==> src/rtl/systolic_matmul_engine.sv <==
// systolic_matmul_engine: output-stationary N x N systolic matrix multiplier.
// It streams K columns of A and K rows of B from synchronous memories through
// a skewed PE grid, then writes C back one packed row per cycle.
// Optional build macro SYSTOLIC_SATURATE_EN: the accumulators clamp to the
// signed ACC_W range instead of wrapping.
module systolic_matmul_engine #(
  parameter int N      = 4,
  parameter int DATA_W = 8,
  parameter int ACC_W  = 20,
  parameter int ADDR_W = 8,
  parameter int KW     = 8
) (
  input  logic                  clk,
  input  logic                  rst,
  input  logic                  init,
  input  logic [KW-1:0]         k_len,
  input  logic [ADDR_W-1:0]     base_address_A,
  input  logic [ADDR_W-1:0]     base_address_B,
  input  logic [ADDR_W-1:0]     base_address_C,
  output logic [ADDR_W-1:0]     a_addr,
  input  logic [N*DATA_W-1:0]   a_rdata,
  output logic [ADDR_W-1:0]     b_addr,
  input  logic [N*DATA_W-1:0]   b_rdata,
  output logic                  c_we,
  output logic [ADDR_W-1:0]     c_addr,
  output logic [N*ACC_W-1:0]    c_wdata,
  output logic                  busy,
  output logic                  complete
);

  // The counter has to cover both the K stream cycles and the 2N flush cycles.
  localparam int CNT_W = (KW > $clog2(2 * N)) ? KW : $clog2(2 * N);
  localparam logic [CNT_W-1:0] FLUSH_LAST = CNT_W'(2 * N - 1);
  localparam logic [CNT_W-1:0] DRAIN_LAST = CNT_W'(N - 1);

  typedef enum logic [2:0] {
    S_IDLE,
    S_CLEAR,
    S_STREAM,
    S_FLUSH,
    S_DRAIN,
    S_DONE
  } state_t;

  state_t            state;
  state_t            state_next;
  logic [CNT_W-1:0]  cnt;
  logic [CNT_W-1:0]  k_last;
  logic [KW-1:0]     k_reg;
  logic [ADDR_W-1:0] base_a;
  logic [ADDR_W-1:0] base_b;
  logic [ADDR_W-1:0] base_c;
  logic              valid;

  logic signed [DATA_W-1:0] a_lane [N];
  logic signed [DATA_W-1:0] b_lane [N];
  logic signed [DATA_W-1:0] a_sk   [N];
  logic signed [DATA_W-1:0] b_sk   [N];
  logic signed [DATA_W-1:0] a_dly  [N][N-1];
  logic signed [DATA_W-1:0] b_dly  [N][N-1];
  logic signed [DATA_W-1:0] a_pe   [N][N];
  logic signed [DATA_W-1:0] b_pe   [N][N];
  logic signed [DATA_W-1:0] a_reg  [N][N-1];
  logic signed [DATA_W-1:0] b_reg  [N-1][N];
  logic signed [ACC_W-1:0]  acc    [N][N];

  assign k_last = CNT_W'(k_reg) - CNT_W'(1);

  // One multiply-accumulate step; the product is sign-extended before the add.
  function automatic logic signed [ACC_W-1:0] mac(
    input logic signed [ACC_W-1:0]  acc_in,
    input logic signed [DATA_W-1:0] a,
    input logic signed [DATA_W-1:0] b
  );
    logic signed [2*DATA_W-1:0] prod;
    logic signed [ACC_W-1:0]    prod_ext;
`ifdef SYSTOLIC_SATURATE_EN
    localparam logic signed [ACC_W:0] ACC_MAX = {2'b00, {(ACC_W-1){1'b1}}};
    localparam logic signed [ACC_W:0] ACC_MIN = {2'b11, {(ACC_W-1){1'b0}}};
    logic signed [ACC_W:0]      sum;
`endif
    prod     = (2*DATA_W)'(a) * (2*DATA_W)'(b);
    prod_ext = ACC_W'(prod);
`ifdef SYSTOLIC_SATURATE_EN
    sum = (ACC_W+1)'(acc_in) + (ACC_W+1)'(prod_ext);
    if (sum > ACC_MAX) begin
      return ACC_MAX[ACC_W-1:0];
    end else if (sum < ACC_MIN) begin
      return ACC_MIN[ACC_W-1:0];
    end
    return sum[ACC_W-1:0];
`else
    return acc_in + prod_ext;
`endif
  endfunction

  // Lane unpacking, input skew taps and PE operand wiring.
  for (genvar i = 0; i < N; i++) begin : g_lane
    assign a_lane[i] = valid ? a_rdata[i*DATA_W +: DATA_W] : '0;
    assign b_lane[i] = valid ? b_rdata[i*DATA_W +: DATA_W] : '0;
    if (i == 0) begin : g_nodly
      assign a_sk[i] = a_lane[i];
      assign b_sk[i] = b_lane[i];
    end else begin : g_dly
      assign a_sk[i] = a_dly[i][i-1];
      assign b_sk[i] = b_dly[i][i-1];
    end
    for (genvar j = 0; j < N; j++) begin : g_col
      if (j == 0) begin : g_a_edge
        assign a_pe[i][j] = a_sk[i];
      end else begin : g_a_inner
        assign a_pe[i][j] = a_reg[i][j-1];
      end
      if (i == 0) begin : g_b_edge
        assign b_pe[i][j] = b_sk[j];
      end else begin : g_b_inner
        assign b_pe[i][j] = b_reg[i-1][j];
      end
    end
  end

  // State register, phase counter, latched job parameters and read-data valid.
  always_ff @(posedge clk or negedge rst) begin
    if (!rst) begin
      state  <= S_IDLE;
      cnt    <= '0;
      k_reg  <= '0;
      base_a <= '0;
      base_b <= '0;
      base_c <= '0;
      valid  <= 1'b0;
    end else begin
      state <= state_next;
      valid <= (state == S_STREAM);
      if (state_next != state) begin
        cnt <= '0;
      end else begin
        cnt <= cnt + CNT_W'(1);
      end
      if ((state == S_IDLE || state == S_DONE) && init) begin
        k_reg  <= k_len;
        base_a <= base_address_A;
        base_b <= base_address_B;
        base_c <= base_address_C;
      end
    end
  end

  // Next-state decode and all outputs, which depend only on state and counter.
  always_comb begin
    state_next = state;
    busy       = 1'b0;
    complete   = 1'b0;
    c_we       = 1'b0;
    a_addr     = '0;
    b_addr     = '0;
    c_addr     = '0;
    c_wdata    = '0;
    unique case (state)
      S_IDLE: begin
        if (init) state_next = S_CLEAR;
      end
      S_CLEAR: begin
        busy       = 1'b1;
        state_next = (k_reg == '0) ? S_FLUSH : S_STREAM;
      end
      S_STREAM: begin
        busy   = 1'b1;
        a_addr = base_a + ADDR_W'(cnt);
        b_addr = base_b + ADDR_W'(cnt);
        if (cnt == k_last) state_next = S_FLUSH;
      end
      S_FLUSH: begin
        busy = 1'b1;
        if (cnt == FLUSH_LAST) state_next = S_DRAIN;
      end
      S_DRAIN: begin
        busy   = 1'b1;
        c_we   = 1'b1;
        c_addr = base_c + ADDR_W'(cnt);
        for (int r = 0; r < N; r++) begin
          if (cnt == CNT_W'(r)) begin
            for (int j = 0; j < N; j++) begin
              c_wdata[j*ACC_W +: ACC_W] = acc[r][j];
            end
          end
        end
        if (cnt == DRAIN_LAST) state_next = S_DONE;
      end
      S_DONE: begin
        complete = 1'b1;
        if (init) state_next = S_CLEAR;
      end
      default: state_next = S_IDLE;
    endcase
  end

  // Skew lines, PE operand pipelines and accumulators; they only move while operands flow.
  always_ff @(posedge clk or negedge rst) begin
    if (!rst) begin
      for (int i = 0; i < N; i++) begin
        for (int d = 0; d < N - 1; d++) begin
          a_dly[i][d] <= '0;
          b_dly[i][d] <= '0;
          a_reg[i][d] <= '0;
        end
        for (int j = 0; j < N; j++) acc[i][j] <= '0;
      end
      for (int i = 0; i < N - 1; i++) begin
        for (int j = 0; j < N; j++) b_reg[i][j] <= '0;
      end
    end else if (state == S_CLEAR) begin
      for (int i = 0; i < N; i++) begin
        for (int d = 0; d < N - 1; d++) begin
          a_dly[i][d] <= '0;
          b_dly[i][d] <= '0;
          a_reg[i][d] <= '0;
        end
        for (int j = 0; j < N; j++) acc[i][j] <= '0;
      end
      for (int i = 0; i < N - 1; i++) begin
        for (int j = 0; j < N; j++) b_reg[i][j] <= '0;
      end
    end else if (state == S_STREAM || state == S_FLUSH) begin
      for (int i = 0; i < N; i++) begin
        a_dly[i][0] <= a_lane[i];
        b_dly[i][0] <= b_lane[i];
        for (int d = 1; d < N - 1; d++) begin
          a_dly[i][d] <= a_dly[i][d-1];
          b_dly[i][d] <= b_dly[i][d-1];
        end
        for (int j = 0; j < N - 1; j++) a_reg[i][j] <= a_pe[i][j];
        for (int j = 0; j < N; j++) acc[i][j] <= mac(acc[i][j], a_pe[i][j], b_pe[i][j]);
      end
      for (int i = 0; i < N - 1; i++) begin
        for (int j = 0; j < N; j++) b_reg[i][j] <= b_pe[i][j];
      end
    end
  end

endmodule

==> config.mk <==
export PLATFORM = sky130hd
export DESIGN_NAME = systolic_matmul_engine
export DESIGN_NICKNAME = d
export VERILOG_FILES = /design/src/rtl/systolic_matmul_engine.sv
export SDC_FILE = /design/constraint.sdc
export NUM_CORES = 2
export LEC_CHECK = 0
export ABC_AREA = 1
export CAP_MARGIN = 20
export CORE_MARGIN = 2
export CORE_UTILIZATION = 50
export DETAILED_ROUTE_END_ITERATION = 8
export PLACE_DENSITY = 0.77
export SLEW_MARGIN = 40
export SYNTH_ARGS = -nofsm -noshare
export SYNTH_HDL_FRONTEND = slang
export SYNTH_SLANG_ARGS = --single-unit
==> constraint.sdc <==
create_clock -name clk -period 5 [get_ports clk]
set_input_delay 1 -clock clk [delete_from_list [all_inputs] [get_ports clk]]
set_output_delay 1 -clock clk [all_outputs]
set_load 0.05 [all_outputs]
### Yosys cells after proc, flatten, opt, wreduce, memory -nomap -nowiden

Cells that the tools add are included.

* output and inout port bits: 107
* input port bits: 99
* memories kept: 0
* bits in writable memories: 0
* memory bits (read-only): 0
* bits in latches: 0
* bits in registers: 700

* multipliers: 16
* div/mod/pow operators: 0
* magnitude comparators: 0
* shifts and indexed selects: 0
* add/sub/neg operators: 21
* reduce and logical (&&, ||, !) cells: 9
* multiplexer cells: 36
* equality and inequality tests: 11
* bitwise operators: 0

Operators by type and width (number)
* 2-to-1 mux 96 bit: 8
* 2-to-1 mux 320 bit: 2
* 2-to-1 mux 80 bit: 5
* adder 20 x 16 -> 20 bit: 16
* multiplier 8 x 8 -> 16 bit: 16
* 2-to-1 mux 8 bit: 12
* adder 8 bit: 3
* equality test 8 x 2 -> 1 bit (second input constant): 2
* logical NOT 8 bit: 2
* one-hot mux 3 bit (5 select lines): 1
* 2-to-1 mux 3 bit: 4
* adder 8 x 1 -> 8 bit (second input constant): 1
* equality test 8 x 1 -> 1 bit (second input constant): 1
* equality test 8 x 3 -> 1 bit (second input constant): 1
* equality test 8 bit: 1
* subtractor 8 x 1 -> 8 bit (second input constant): 1
* equality test 3 x 2 -> 1 bit (second input constant): 2
* equality test 3 bit (second input constant): 2
* 2-to-1 mux 1 bit: 4
* OR reduction 4 bit: 1
* equality test 3 x 1 -> 1 bit (second input constant): 1
* logical NOT 3 bit: 1
* inequality test 3 bit: 1
* logical OR 1 bit: 2
* other kinds (3): 3

### Depth between registers and ports, before layout

* depth after elaboration: 6
* depth in mapped cells: 25

### Least setup slack after synthesis

Ideal clock, no wire load.

* path kind: input -> register
* from: in a_rdata[7]
* to: reg, netlist name acc[312]
* data arrival time: 5.690 ns
* stages: 15
* library setup time: 0.133 ns
* path slack: -0.823 ns
* path buffers: 0
* path through: nand2_1 nor2_1 fa_1 fa_1 fa_1 fa_1 fa_1 ha_1 a21oi_1 o21ai_0 nor2_1 o21ai_0 nand2_1 nand2_1 o22ai_1

* word-level cells in the longest chain between the ends: 5

RTL lines
* start, declared: RTL line 21 `input logic [N*DATA_W-1:0] a_rdata,`
* 2-to-1 mux 8 bit: RTL line 99 `assign a_lane[i] = valid ? a_rdata[i*DATA_W +: DATA_W] : '0;`
* multiplier 8 x 8 -> 16 bit: RTL line 82 `prod = (2*DATA_W)'(a) * (2*DATA_W)'(b);`
* adder 20 x 16 -> 20 bit: RTL line 93 `return acc_in + prod_ext;`
* 2-to-1 mux 320 bit: RTL line 224 `end else if (state == S_STREAM || state == S_FLUSH) begin`
* 2-to-1 mux 320 bit: RTL line 212 `end else if (state == S_CLEAR) begin`

Every way passes these cells. The select of a mux whose other input is x is not followed.
A chain may end at the register's enable or synchronous reset.

### Final worst setup path

* from: reg cnt[4]
* to: out c_wdata[47]

* word-level cells in the longest chain between the ends: 6
* elaborated cells on any way between the ends: 9
* those cells by class: eq/ne (3); mux (5); reduce/logical (1)

RTL lines
* start, declared: RTL line 47 `logic [CNT_W-1:0] cnt;`
* start signal, assigned: RTL line 138 `cnt <= cnt + CNT_W'(1);`
* logical NOT 8 bit: RTL line 182 `if (cnt == CNT_W'(r)) begin`
* 2-to-1 mux 80 bit (3 in series): RTL line 182
* 2-to-1 mux 80 bit *: RTL line 182
* 2-to-1 mux 80 bit *: RTL line 159 `unique case (state)`
* end, declared: RTL line 26 `output logic [N*ACC_W-1:0] c_wdata,`

Every way passes the cells marked *; elsewhere a longest branch is shown, timed or not.

==> results by group <==
Critical path
  • Most common cell type on the critical path: buf_12
  • Worst EP arrival: between 3 and 4 ns
  • CP max-delay cell: o221ai_1
  • Max incr delay on CP: 0.57 ns
  • Startpoint types: register
  • Crit Path Category: register to output port
  • Worst-path cell chain: inv_1, nand3_4, inv_2, nand3_2, buf_12, o221ai_1, nand2_1, o21ai_1, buf_12
  • FF-to-FF setup slack: 0.12 ns
  • CP Max Fanout: 23
  • Data required, critical path: around 4.0 ns
  • Register-to-Register Path Depth: 16
  • CP Buf/Inv Count: 4
  • FF-to-FF End: acc[172]$_DFFE_PN0P_
  • CP Capture Type: output port
  • Delay-heaviest family, CP: buffers and inverters
  • Reg-to-Reg Start: b_pe[65]$_DFFE_PN0P_

Logic synthesis
  • Synth Instances: 10500
  • Mapped Area: 87200 um2
  • Synth warnings: 0
  • FF+latch count, synth: 652
  • Post-Synthesis Net Count: between 10000 and 15000
  • Post-synthesis sequential area ratio: 18.7%
  • Unique masters post-synth: 43
  • Synth Area per Inst: between 8 and 9 um2
  • Async SR Flop Fraction: between 90% and 100%
  • Top FF cell, synth: dfrtp_1
  • Post-synth EDFFs: 0

Timing
  • Max-slew violations: 0
  • Final Hold Vio Count: 0
  • Clock Skews: between 0.03 and 0.04 ns
  • Worst Tran Pin Value: 0.931 ns
  • Crit path setup slack, layout: about 0.014 ns
  • Slew headroom: 37.5%
  • RSZ-0062 raised after global routing: true
  • Final Cycle Share: roughly 100%
  • Fin crit period: 4.99 ns
  • Max Freq: 0.201 GHz
  • Setup-failing EPs final: 0

Detailed routing
  • Vias: 71400
  • DR iter-0 viols: 6490
  • Met1 Wirelength: 106000 um
  • Uppermost layer routed: met5
  • Final ANT Viol Nets: 0
  • DRT Wirelength: 263000 um
  • Pre-antenna DRT Iters: 8
  • Met2 Routed Length: 118000 um
  • WL per Instance: 20.1 um
  • Vias per inst: 5.45
  • WL met3: 22800 um
  • Residual DRC count: 0

Finish
  • Share of layout cells above drive strength 1: 7.28%
  • Filler cell count: 15200
  • P&R area growth vs syn: 12.4%
  • Post-layout util: 56.5%
  • Commonest non-fill, non-tap cell in the layout: inv_1
  • Register area: 16400 um2
  • Max FFs per register: 320
  • Nets@finish: between 10000 and 15000
  • Area of the multi-input gates: 59700 um2
  • Most frequent cells in the layout: inv_1, nand2_1, fa_1
  • Biggest register: acc

Floorplanning
  • Die height: around 420 um
  • Starting Density: 50.3%
  • Die ar.: 178000 um2
  • Num rows: 153
  • Core Area: 173000 um2
  • Ports: 206
  • Die W: 422 um

Global route
  • Number of global-route vias before repair: ~75000
  • First-pass GRT wire length: around 420000 um
  • Largest net degree at the start of global routing: 183
  • Gr ovfl total: 0
  • Antenna violations before repair: 10
  • Overall routing resource usage: 30.2%

Flow run
  • # Max-Cap Violations: 0

Clocking
  • Clock buffer depth: 3
  • H-Tree Depth: 3
  • Total CTS buffers: 86
  • Worst-skew pair later-pin latency: approximately 0.74 ns
  • CTS tree: built
  • Root Buffer: clkbuf_16
  • CTS Sinks: 652
  • CTS clock-pin slew for the worst setup and hold paths: ~0.060 ns
  • Cts hold-fix bufs: 0

Place
  • Gp weighted congestion: approximately 1
  • Place WS: -0.855 ns
  • HPWL after DPL: approximately 210000 um
  • Port Buffers: 205

Run status
  • Status: complete, no violations

Hold path
  • Hold WC Path Type: input port to async pin
[synthesized netlist by cell type, drive strengths merged, types with 15 or more instances]
cell,instances,share of area (%)
fa,1411,32
nand4,77,0.57
a21o,33,0.28
nor3,53,0.33
dfrtp,652,19
a21oi,367,2.1
nand3b,33,0.28
o21bai,15,0.13
and2,17,0.12
o211ai,23,0.20
nand2,2076,9.0
nor2,463,2.0
xor2,67,0.67
ha,763,11
clkinv,15,0.065
inv,2591,11
mux2,25,0.32
xnor2,50,0.50
o22ai,256,1.8
o221ai,44,0.44
o21ai,636,3.7
nand3,365,2.1
clkbuf,331,1.4
buf,88,0.52
[repair_timing]
item | CTS | global route
endpoints found under the setup margin | 14 | 111
setup buffers | 1 | 36
gates cloned | 0 | 1
pin swaps | 1 | 13
gates resized for setup | 4 | 145
[worst max path at each step]
stage | from | endpoint | slack, ns | depth (start not counted)
after floorplan | a_rdata[7] | acc[319]$_DFFE_PN0P_ | 0.02 | 17
after global placement | a_rdata[5] | acc[317]$_DFFE_PN0P_ | -0.86 | 18
after detailed placement | a_rdata[5] | acc[317]$_DFFE_PN0P_ | -0.85 | 18
after CTS | a_rdata[5] | acc[318]$_DFFE_PN0P_ | 0.02 | 20
after global routing | b_pe[33]$_DFFE_PN0P_ | acc[99]$_DFFE_PN0P_ | -0.03 | 18
final | cnt[4]$_DFF_PN0_ | c_wdata[47] | 0.01 | 9
[logic make-up (layout without fill, tap and decap cells)]
logic type	Yosys count	after routing	synth area share, %
compound gates	1392	1392	8.80
xor+xnor	117	117	1.18
fa+ha+maj	2174	2174	43.4
buf+inv	3025	3339	13.2
flops	652	652	18.7
mux	25	25	0.323
other cells	0	3	0
simple gates	3088	3088	14.5
[area by class of cell]
type                       count  area share, %
timing repair inverter         1        0.00766
inverter                    2606           10.0
multi-input combinational   6796           60.9
clock buffer                 105           2.39
sequential                   652           16.7
clock inverter                56          0.761
tap                         2325           2.97
antenna                        3        0.00766
timing repair buffer         571           6.20
[metal layers]
layer / global-route usage (%) / vias to the layer above
met5: 0 / -
met4: 16.5 / 4
met3: 5.56 / 676
met2: 46.4 / 3116
met1: 40.6 / 35300
li1: - / 32300
[per-stage QoR]
step	cells	area (um2)	setup TNS, ns	hold WS, ns
6_report	13100	98000	0	0.122
3_3_place_gp	12900	94100	-8.73	0.494
2_1_floorplan	10500	87200	0	0.484
5_1_grt	13100	98000	-0.188	0.127
4_1_cts	13100	97300	0	0.268
3_5_place_dp	12900	94100	-9.03	0.500
Power is not shown: default switching activity piles up to over one toggle a cycle in this logic, so the estimate is an artifact.
